<file path="config.mk">
export PLATFORM = sky130hd
export DESIGN_NAME = mod_mapper
export DESIGN_NICKNAME = d
export VERILOG_FILES = /design/src/rtl/mod_mapper.sv
export SDC_FILE = /design/constraint.sdc
export NUM_CORES = 1
export LEC_CHECK = 0
export BUFFER_PORTS_ARGS = -buffer_cell sky130_fd_sc_hd__buf_2
export CAP_MARGIN = 5
export CORE_ASPECT_RATIO = 1.4
export CORE_MARGIN = 2
export CORE_UTILIZATION = 54
export CTS_CLUSTER_DIAMETER = 80
export DETAILED_ROUTE_END_ITERATION = 12
export PLACE_DENSITY = 0.8
export SKIP_LAST_GASP = 1
export SLEW_MARGIN = 15
export SYNTH_ARGS = -nofsm -noshare
export SYNTH_HDL_FRONTEND = slang
export SYNTH_SLANG_ARGS = --single-unit
</file>
<file path="constraint.sdc">
create_clock -name clk -period 2.3 [get_ports clk]
set_input_delay 0.115 -clock clk [delete_from_list [all_inputs] [get_ports clk]]
set_output_delay 0.115 -clock clk [all_outputs]
set_load 0.03 [all_outputs]
</file>
<file path="src/rtl/mod_mapper.sv">
// Runtime-selectable BPSK / QPSK / 16-QAM symbol mapper.
// Each accepted byte is unpacked MSB-first into 8/4/2 symbols. The symbols leave
// through a registered I/Q output stage, and the byte sideband travels with them.
module mod_mapper #(
    parameter int DATA_W   = 16,
    parameter int AMP_BPSK = 32767,
    parameter int AMP_QPSK = 23170,
    parameter int QAM_D    = 10362
) (
    input  logic              clk,
    input  logic              rst_n,
    input  logic [1:0]        cfg_mode,
    input  logic              s_axis_valid,
    output logic              s_axis_ready,
    input  logic [7:0]        s_axis_data,
    input  logic              s_axis_last,
    input  logic              s_axis_sop,
    input  logic              s_axis_is_parity,
    output logic              m_axis_valid,
    input  logic              m_axis_ready,
    output logic [DATA_W-1:0] m_axis_i,
    output logic [DATA_W-1:0] m_axis_q,
    output logic              m_axis_last,
    output logic              m_axis_sop,
    output logic              m_axis_is_parity
);

    // Every amplitude, including 3d, has to leave the sign bit free.
    if (AMP_BPSK >= (1 << (DATA_W - 1)) || AMP_QPSK >= (1 << (DATA_W - 1)) ||
        3 * QAM_D >= (1 << (DATA_W - 1))) begin : g_amp_check
        $error("mod_mapper: amplitude does not fit in DATA_W-1 bits");
    end

    localparam logic signed [DATA_W-1:0] B_POS  = DATA_W'(AMP_BPSK);
    localparam logic signed [DATA_W-1:0] B_NEG  = -B_POS;
    localparam logic signed [DATA_W-1:0] Q_POS  = DATA_W'(AMP_QPSK);
    localparam logic signed [DATA_W-1:0] Q_NEG  = -Q_POS;
    localparam logic signed [DATA_W-1:0] D1_POS = DATA_W'(QAM_D);
    localparam logic signed [DATA_W-1:0] D1_NEG = -D1_POS;
    localparam logic signed [DATA_W-1:0] D3_POS = DATA_W'(3 * QAM_D);
    localparam logic signed [DATA_W-1:0] D3_NEG = -D3_POS;

    // Index of the final symbol of a byte: 7 for BPSK, 1 for 16QAM, otherwise 3
    // (QPSK, and the reserved code, which is treated as QPSK).
    function automatic logic [2:0] last_idx(input logic [1:0] mode);
        logic [2:0] idx;
        case (mode)
            2'd0:    idx = 3'd7;
            2'd2:    idx = 3'd1;
            default: idx = 3'd3;
        endcase
        return idx;
    endfunction

    // Gray-coded 16QAM level for one axis: 00 +3d, 01 +d, 11 -d, 10 -3d.
    function automatic logic [DATA_W-1:0] qam_level(input logic [1:0] b);
        return b[1] ? (b[0] ? D1_NEG : D3_NEG) : (b[0] ? D1_POS : D3_POS);
    endfunction

    // Symbol k of a byte as {I, Q}; the byte is shifted so that the symbol bits sit at the MSB.
    function automatic logic [2*DATA_W-1:0] map_sym(input logic [1:0] mode,
                                                   input logic [7:0] data,
                                                   input logic [2:0] k);
        logic [7:0]        sh;
        logic [DATA_W-1:0] i_v;
        logic [DATA_W-1:0] q_v;
        sh  = data;
        i_v = '0;
        q_v = '0;
        case (mode)
            2'd0: begin
                sh  = data << k;
                i_v = sh[7] ? B_NEG : B_POS;
            end
            2'd2: begin
                sh  = data << {k[0], 2'b00};
                i_v = qam_level(sh[7:6]);
                q_v = qam_level(sh[5:4]);
            end
            default: begin
                sh  = data << {k[1:0], 1'b0};
                i_v = sh[7] ? Q_NEG : Q_POS;
                q_v = sh[6] ? Q_NEG : Q_POS;
            end
        endcase
        return {i_v, q_v};
    endfunction

    logic [7:0]        byte_q, byte_d;
    logic              byte_last_q, byte_last_d;
    logic              byte_par_q, byte_par_d;
    logic [2:0]        cnt_q, cnt_d;
    logic [1:0]        mode_q, mode_d;
    logic              mode_ok_q, mode_ok_d;
    logic              out_valid_q, out_valid_d;
    logic [DATA_W-1:0] out_i_q, out_i_d;
    logic [DATA_W-1:0] out_q_q, out_q_d;
    logic              out_sop_q, out_sop_d;
    logic              out_last_q, out_last_d;
    logic              out_par_q, out_par_d;

    logic              final_sym;
    logic              accept;
    logic [1:0]        mode_new;
    logic [2*DATA_W-1:0] sym;

    // A new byte may enter when the output stage is empty or its last symbol is leaving.
    assign final_sym    = (cnt_q == last_idx(mode_q));
    assign s_axis_ready = rst_n & (~out_valid_q | (m_axis_ready & final_sym));
    assign accept       = s_axis_valid & s_axis_ready;
    // Mode follows cfg_mode only at a block start, or for the first byte after reset.
    assign mode_new     = (s_axis_sop || !mode_ok_q) ? cfg_mode : mode_q;

    // Next-state: load a new byte, step to the next symbol, or drain the output stage.
    always_comb begin
        byte_d      = byte_q;
        byte_last_d = byte_last_q;
        byte_par_d  = byte_par_q;
        cnt_d       = cnt_q;
        mode_d      = mode_q;
        mode_ok_d   = mode_ok_q;
        out_valid_d = out_valid_q;
        out_i_d     = out_i_q;
        out_q_d     = out_q_q;
        out_sop_d   = out_sop_q;
        out_last_d  = out_last_q;
        out_par_d   = out_par_q;
        sym         = '0;
        if (accept) begin
            byte_d      = s_axis_data;
            byte_last_d = s_axis_last;
            byte_par_d  = s_axis_is_parity;
            mode_d      = mode_new;
            mode_ok_d   = 1'b1;
            cnt_d       = 3'd0;
            sym         = map_sym(mode_new, s_axis_data, 3'd0);
            out_valid_d = 1'b1;
            out_i_d     = sym[2*DATA_W-1:DATA_W];
            out_q_d     = sym[DATA_W-1:0];
            out_sop_d   = s_axis_sop;
            out_last_d  = s_axis_last && (last_idx(mode_new) == 3'd0);
            out_par_d   = s_axis_is_parity;
        end else if (out_valid_q && m_axis_ready && !final_sym) begin
            cnt_d       = cnt_q + 3'd1;
            sym         = map_sym(mode_q, byte_q, cnt_d);
            out_i_d     = sym[2*DATA_W-1:DATA_W];
            out_q_d     = sym[DATA_W-1:0];
            out_sop_d   = 1'b0;
            out_last_d  = byte_last_q && (cnt_d == last_idx(mode_q));
            out_par_d   = byte_par_q;
        end else if (m_axis_ready) begin
            out_valid_d = 1'b0;
        end
    end

    // State registers; reset discards the pending byte and the output stage.
    always_ff @(posedge clk or negedge rst_n) begin
        if (!rst_n) begin
            byte_q      <= '0;
            byte_last_q <= 1'b0;
            byte_par_q  <= 1'b0;
            cnt_q       <= '0;
            mode_q      <= '0;
            mode_ok_q   <= 1'b0;
            out_valid_q <= 1'b0;
            out_i_q     <= '0;
            out_q_q     <= '0;
            out_sop_q   <= 1'b0;
            out_last_q  <= 1'b0;
            out_par_q   <= 1'b0;
        end else begin
            byte_q      <= byte_d;
            byte_last_q <= byte_last_d;
            byte_par_q  <= byte_par_d;
            cnt_q       <= cnt_d;
            mode_q      <= mode_d;
            mode_ok_q   <= mode_ok_d;
            out_valid_q <= out_valid_d;
            out_i_q     <= out_i_d;
            out_q_q     <= out_q_d;
            out_sop_q   <= out_sop_d;
            out_last_q  <= out_last_d;
            out_par_q   <= out_par_d;
        end
    end

    assign m_axis_valid     = out_valid_q;
    assign m_axis_i         = out_i_q;
    assign m_axis_q         = out_q_q;
    assign m_axis_sop       = out_sop_q;
    assign m_axis_last      = out_last_q;
    assign m_axis_is_parity = out_par_q;

endmodule

</file>
==> run summary, run 1 <==
PLACE
----------------------------------------------------------------------------------
Post-detail-place hpwl                                                     4110 um
Placed inst area                                                         2590 um^2
Routability cong.                                                            0.882
IO Port Bufs                                                                    52

CTS
----------------------------------------------------------------------------------
Root Buffer Master                                                    sky130_fd_sc_hd__clkbuf_8
CTS H-Tree Depth                                                                 2
Number of clock buffers inserted by TritonCTS                                    5
Worst-Skew Late Latency                                                    0.30 ns
CTS clock-pin slew for the worst setup and hold paths                      0.08 ns
Post-CTS setup-driven buffer insertion count                                     0
Clock sink total                                                                38
Maximum number of buffers from clock root to sink                                2
CTS tree                                                                     built

LOGIC SYNTHESIS
----------------------------------------------------------------------------------
Register area share after synthesis                                          40.3%
Post-synth EDFFs                                                                 0
Cells after Synth                                                              263
Average size of a mapped cell                                            8.97 um^2
Number of synthesized register bits                                             38
Proportion of netlist area held by the largest area contributor              40.3%
Cell area after synthesis                                                2360 um^2
Adder and majority gate portion of the synthesized area                      2.65%
Largest area contributor in the synthesized netlist                   sky130_fd_sc_hd__dfrtp_1
Compound-cell area share of the yosys netlist                                15.0%
Area contributors post-synth                                          sky130_fd_sc_hd__dfrtp_1 (40%), sky130_fd_sc_hd__nand2_1 (8.9%), sky130_fd_sc_hd__o21ai_0 (5.3%)
Predominant post-synthesis flop cell                                  sky130_fd_sc_hd__dfrtp_1
Total of warnings raised by yosys                                                0
Synth Net Count                                                                285
Count of different cell masters after synthesis                                 45
Share of async-settable or async-resettable flops after synthesis             100%
Share of the synthesized netlist area taken by xor and xnor gates            3.71%
Simple-Gate Fraction of Synth Area                                           20.2%
Post-synthesis mux area share                                                9.39%
Largest family of logic cells by synthesized area                     simple AND/OR/NAND/NOR gates

WORST SETUP PATH
----------------------------------------------------------------------------------
Data required time at the worst endpoint                                   2.18 ns
Launching instance or port of the critical path                          mode_q[1]
Type of origin of the critical path                                           flop
Launch instance of the worst register-to-register path                    cnt_q[1]
Element type at the critical path end                                 primary output
Capturing point of the worst reg2reg path                             m_axis_i[13]
Length in cells of the worst reg-to-reg path                                     5
Data arrival time of the critical path                                     1.99 ns
Max Fanout on Critical Path                                                     10
Slack of the worst reg-to-reg path                                         0.21 ns
Critical Setup Path Class                                                  reg2out

DRT
----------------------------------------------------------------------------------
Routed wire length                                                         5460 um
Post-DRT Antenna Nets                                                            0
Number of DRC markers after the initial detailed-route iteration                75
WL/cell                                                                    15.3 um
Drt drc                                                                          0
Iteration count of the initial detailed-routing pass                             5
Total via count in the routed design                                          1998
Via count normalized by instance count                                        5.60

LAYOUT
----------------------------------------------------------------------------------
Sequential cell area                                                      952 um^2
Fillcell total                                                                 365
Share of final-layout standard cells stronger than drive strength 1          29.2%
Diode count                                                                      0
Final instance area                                                      2730 um^2
Area occupied by multi-input gates                                       1210 um^2
Number of nets in the layout                                                   333
Relative area change from synthesis to final layout                          15.6%

GLOBAL ROUTING
----------------------------------------------------------------------------------
Number of antenna violations at the first check in global routing                0
Residual overflow from global routing                                            0
Wire length of the first global-routing pass                               9340 um
Largest net degree at the start of global routing                               40
Number of global-route vias before repair                                     1994
GRT Overall Usage                                                            25.4%

POWER
----------------------------------------------------------------------------------
Part of the total power dissipated in combinational logic                    61.0%
Total power per unit cell area                                        1690 nW/um^2
Leakage Power                                                              1.34 nW
Internal power contribution                                                2.38 mW
Flop pwr share                                                               26.9%
Net switching component of the power                                       2.22 mW
Peak supply drop                                                          0.890 mV
Switching part of the total power                                            48.3%
Clock network fraction of design power                                       12.1%

WORST HOLD PATH
----------------------------------------------------------------------------------
Tightest Hold Check Type                                                    in2reg
Critical hold path startpoint                                         s_axis_data[1]
Hold worst-path end                                                      byte_q[1]
Number of cells on the worst hold path                                           3

DIE
----------------------------------------------------------------------------------
Core footprint                                                           4200 um^2
Initial Util                                                                 56.1%
Io pins                                                                         54
Die outline width                                                          59.9 um
Die area                                                                 4920 um^2
Height of the die                                                          82.2 um
Number of placement rows                                                        28

TIMING
----------------------------------------------------------------------------------
Minimum clock period after layout                                          2.11 ns
Max-slew violations                                                              0
Remaining max-slew budget at the tightest pin                                61.9%
Timing-limited maximum frequency                                         0.474 GHz
Ratio of final minimum period to clock period                                91.6%
Final count of negative-setup-slack endpoints                                    0
Final setup skew                                                         0.0117 ns
RSZ-0062 raised after global routing                                          true
Actual slew at the worst max-slew pin                                     0.572 ns
Hold slack                                                              0.00385 ns
Final Hold Vio Count                                                             0

OUTCOME
----------------------------------------------------------------------------------
Result of the run                                                     finished, final reports clean

RUN
----------------------------------------------------------------------------------
Count of max-cap constraint violations                                           0

[sequential cells by signal (all words and copies together), names as in the netlist]
name and flops:
m_axis_is_parity 1, mode_ok_q 1, m_axis_last 1, byte_par_q 1
m_axis_i 10, m_axis_q 8, m_axis_sop 1, byte_last_q 1
m_axis_valid 1, cnt_q 3, byte_q 8, mode_q 2
[synth_stat cells (all sizes together) (4+ instances only)]
master,instances
nor2b,4
o21ai,27
nand2b,7
dfrtp,38
mux2i,9
a21oi,14
inv,5
and2,4
ha,5
buf,22
clkbuf,4
mux2,5
o22ai,4
nand2,56
nand3,8
nor2,15
xnor2,7
[routing by layer]
metal / track usage [%] / wire [um]
met5: 0 / 0
met2: 43.3 / 2790
met1: 30.6 / 2280
met4: 11.3 / 153
met3: 4.83 / 232
[cells by family after synthesis]
kind of cell | count (synthesis)
simple gates | 103
compound gates | 58
flops | 38
buf+inv | 31
mux | 17
xor+xnor | 10
fa+ha+maj | 5
other cells | 1
[per-stage QoR]
step	cells	setup TNS [ns]	util, %	power, mW	worst slack, ns
after floorplan	263	0	-	3.42	0.330
after global placement	347	0	61.6	3.94	0.217
after detailed placement	347	0	61.6	4.01	0.168
after CTS	357	0	64.6	4.59	0.129
after global routing	357	-0.0137	64.9	4.97	-0.0137
final	357	0	64.9	4.60	0.193
[critical path, cell delays in order, from the launching register on]
cell and delay [ns]:
sky130_fd_sc_hd__dfrtp_2 0.45, sky130_fd_sc_hd__or3b_1 0.38, sky130_fd_sc_hd__a21oi_2 0.25, sky130_fd_sc_hd__nor2b_1 0.08, sky130_fd_sc_hd__o21ai_0 0.20, sky130_fd_sc_hd__and2_1 0.15, sky130_fd_sc_hd__buf_2 0.19
[how the worst max path moves through the flow]
stage,end,slack (ns),depth (start not counted)
detailed placement,m_axis_i[13],0.17,5
CTS,s_axis_ready,0.13,6
global placement,m_axis_i[13],0.22,5
finish,s_axis_ready,0.19,6
floorplan,m_axis_i[11],0.33,6
global route,s_axis_ready,-0.01,6
[cell usage in the layout, fill, tap and decap left out, types with 6 or more instances in the layout]
cell type	synthesis	final
sky130_fd_sc_hd__nand2_1	56	56
sky130_fd_sc_hd__buf_2	3	52
sky130_fd_sc_hd__dfrtp_1	38	37
sky130_fd_sc_hd__o21ai_0	25	25
sky130_fd_sc_hd__nor2_1	14	14
sky130_fd_sc_hd__a21oi_1	13	13
sky130_fd_sc_hd__buf_4	16	13
sky130_fd_sc_hd__mux2i_1	8	8
sky130_fd_sc_hd__nand3_1	8	8
sky130_fd_sc_hd__xnor2_1	7	7
sky130_fd_sc_hd__nand2b_1	6	6
[power groups by stage]
stage                     Combinational (mW)  Sequential, mW  Clock, mW
final                                   2.80            1.24      0.559
after global routing                    3.09            1.29      0.594
after global placement                  2.71            1.23          0
after CTS                               2.78            1.24      0.569
after floorplan                         1.89            1.52          0
after detailed placement                2.76            1.25          0
[what timing repair did]
item	4_1_cts	5_1_grt
endpoints found under the hold margin	39	0
hold buffers	2	0
gates resized for setup	0	2
setup endpoints to repair	0	2
[layout make-up]
class	instances	area share [%]
inverter	5	0.688
timing repair buffer	67	13.9
clock inverter	3	1.47
multi-input combinational	194	44.5
sequential	38	34.9
tap	45	2.07
clock buffer	5	2.52
No activity file was read; power rests on OpenSTA's default activity.
==> run 2: changes to the inputs <==
--- a/config.mk
+++ b/config.mk
@@ -15,3 +15,2 @@
 export PLACE_DENSITY = 0.8
-export SKIP_LAST_GASP = 1
 export SLEW_MARGIN = 15
==> constraint.sdc (replaced) <==
create_clock -name clk -period 2.3 [get_ports clk]
set_input_delay 0.46 -clock clk [delete_from_list [all_inputs] [get_ports clk]]
set_output_delay 0.46 -clock clk [all_outputs]
set_load 0.03 [all_outputs]
==> run summary, run 2 (same netlist as run 1, synthesis figures left out) <==
LAYOUT
----------------------------------------------------------------------------------
Most common cell after layout, fill and taps aside                    sky130_fd_sc_hd__nand2_1
Commonest cells after routing, fill and taps aside                    sky130_fd_sc_hd__nand2_1 (56), sky130_fd_sc_hd__buf_2 (51), sky130_fd_sc_hd__dfrtp_1 (38), sky130_fd_sc_hd__o21ai_0 (24), sky130_fd_sc_hd__buf_4 (16)
Share of final-layout standard cells stronger than drive strength 1          29.5%
Diode count                                                                      0
Finished Layout Cells                                                          357
Fillcell total                                                                 374
Relative area change from synthesis to final layout                          14.9%
Max reg flops                                                                   10
Number of nets in the layout                                                   333

WORST SETUP PATH
----------------------------------------------------------------------------------
Element type at the critical path end                                 primary output
Max Fanout on Critical Path                                                      5
Slowest cell on the critical path                                     sky130_fd_sc_hd__dfrtp_1
Critical Setup Path Class                                                  reg2out
Type of origin of the critical path                                           flop
CP cell instances                                                     or3b_1 > a21oi_2 > nor2b_1 > o21ai_1 > and2_1 > buf_4
Data required time at the worst endpoint                                   1.84 ns
Data arrival time of the critical path                                     1.74 ns
Worst path max stage delay                                                 0.42 ns

POWER
----------------------------------------------------------------------------------
Flop pwr share                                                               27.2%
Peak supply drop                                                          0.766 mV
Total power per unit cell area                                        1670 nW/um^2
Switching part of the total power                                            48.9%
Net switching component of the power                                       2.22 mW
Leakage Power                                                              1.33 nW
Internal power contribution                                                2.31 mW
Part of the total power dissipated in combinational logic                    62.3%
Clock network fraction of design power                                       10.6%

TIMING
----------------------------------------------------------------------------------
Final count of negative-setup-slack endpoints                                    0
Max-slew violations                                                              0
Minimum clock period after layout                                          2.20 ns
Final Hold Vio Count                                                             0
Remaining max-slew budget at the tightest pin                                64.0%
RSZ-0062 raised after global routing                                          true
Ratio of final minimum period to clock period                                95.6%
Final total negative setup slack                                              0 ns
Timing-limited maximum frequency                                         0.455 GHz
Actual slew at the worst max-slew pin                                     0.540 ns
Final setup skew                                                         0.0137 ns

DRT
----------------------------------------------------------------------------------
WL/cell                                                                    15.1 um
Total via count in the routed design                                          2031
Post-DRT Antenna Nets                                                            0
Iteration count of the initial detailed-routing pass                             4
Number of DRC markers after the initial detailed-route iteration                53
Routed wire length                                                         5390 um
Drt drc                                                                          0
Via count normalized by instance count                                        5.69

DIE
----------------------------------------------------------------------------------
Core footprint                                                           4200 um^2
Initial Util                                                                 56.1%
Die outline width                                                          59.9 um
Die area                                                                 4920 um^2
Number of placement rows                                                        28
Height of the die                                                          82.2 um
Io pins                                                                         54

OUTCOME
----------------------------------------------------------------------------------
Result of the run                                                     finished, final reports clean

PLACE
----------------------------------------------------------------------------------
Routability cong.                                                            0.906
Post-detail-place hpwl                                                     4200 um
IO Port Bufs                                                                    52
Cell total after placement                                                     349

CTS
----------------------------------------------------------------------------------
CTS clock-pin slew for the worst setup and hold paths                      0.08 ns
Worst-Skew Late Latency                                                    0.31 ns
Hold bufs inserted after CTS                                                     0
CTS H-Tree Depth                                                                 2
Root Buffer Master                                                    sky130_fd_sc_hd__clkbuf_8
CTS tree                                                                     built
Post-CTS setup-driven buffer insertion count                                     0
Number of clock buffers inserted by TritonCTS                                    5
Maximum number of buffers from clock root to sink                                2
Clock sink total                                                                38

GLOBAL ROUTING
----------------------------------------------------------------------------------
Number of global-route vias before repair                                     1922
GRT Overall Usage                                                            23.9%
Wire length of the first global-routing pass                               8650 um
Residual overflow from global routing                                            0
Number of antenna violations at the first check in global routing                0
Largest net degree at the start of global routing                               21

RUN
----------------------------------------------------------------------------------
Count of max-cap constraint violations                                           0

WORST HOLD PATH
----------------------------------------------------------------------------------
Tightest Hold Check Type                                                  in2async

[run 2: changes by cell type in the layout (fill, tap and decap cells not counted)]
cell / previous run / this run
sky130_fd_sc_hd__buf_4: 13 / 16
sky130_fd_sc_hd__dlygate4sd3_1: 2 / 0
sky130_fd_sc_hd__buf_2: 52 / 51
sky130_fd_sc_hd__bufinv_16: 1 / 0
sky130_fd_sc_hd__clkbuf_1: 0 / 1
sky130_fd_sc_hd__clkbuf_8: 5 / 6
sky130_fd_sc_hd__clkinv_2: 2 / 1
sky130_fd_sc_hd__dfrtp_1: 37 / 38
sky130_fd_sc_hd__dfrtp_2: 1 / 0
sky130_fd_sc_hd__nor3_1: 2 / 1
sky130_fd_sc_hd__nor3_2: 0 / 1
sky130_fd_sc_hd__o21ai_0: 25 / 24
sky130_fd_sc_hd__o21ai_1: 1 / 2
[run 2: critical path, delay by kind of cell, from the launching register on]
family	cells	cell delay (ns)
flops	1	0.42
simple gates	3	0.59
buf+inv	1	0.15
compound gates	2	0.29
[run 2: layer usage]
metal	vias to the layer above	track usage (%)	wire length [um]
met5	-	0	0
li1	979	-	-
met4	0	14.7	209
met3	19	6.39	250
met1	968	25.7	2160
met2	65	40.9	2780
[run 2: path summary, 6_finish.rpt]
path / startpoint / slack, ns / cells past startpoint / endpoint
worst max register to register: mode_q[0] / 0.22 / 8 / m_axis_i[10]
min in group clk: s_axis_data[0] / 0.34 / 3 / byte_q[0]
max in group asynchronous: rst_n / 1.94 / 2 / byte_last_q
worst min register to register: byte_last_q / 0.47 / 2 / byte_last_q
worst min-delay path: rst_n / 0.13 / 2 / byte_par_q
worst max-delay path: cnt_q[1] / 0.10 / 6 / s_axis_ready
[run 2: what timing repair did]
action                     in CTS  in global routing
resized for setup               1                  3
setup endpoints to repair       1                  3
pin swaps                       0                  1
[run 2: stage by stage]
| step | hold slack (ns) | worst slack, ns | utilization, % | cell area, um^2 | power (mW) |
|---|---|---|---|---|---|
| floorplan | 0.164 | 0.262 | - | 2360 | 3.42 |
| global placement | 0.451 | 0.264 | 61.9 | 2600 | 3.94 |
| detailed placement | 0.459 | 0.110 | 61.9 | 2600 | 4.02 |
| CTS | 0.145 | 0.0261 | 64.2 | 2700 | 4.51 |
| global route | 0.161 | -0.0115 | 64.5 | 2710 | 4.87 |
| finish | 0.131 | 0.101 | 64.5 | 2710 | 4.53 |
[run 2: final cells by class]
cell class	count	area, um^2	share of cell area [%]
Clock buffer	7	86.3	3.19
Clock inverter	1	5.00	0.185
Inverter	5	18.8	0.693
Multi-Input combinational cell	194	1220	44.9
Sequential cell	38	951	35.1
Tap cell	45	56.3	2.08
Timing Repair Buffer	67	375	13.9
[run 2: power groups by stage]
stage               Combinational [mW]  Clock (mW)  Sequential [mW]
global route                      3.08       0.516             1.27
floorplan                         1.89           0             1.52
finish                            2.82       0.478             1.23
detailed placement                2.78           0             1.24
CTS                               2.80       0.485             1.23
global placement                  2.72           0             1.22
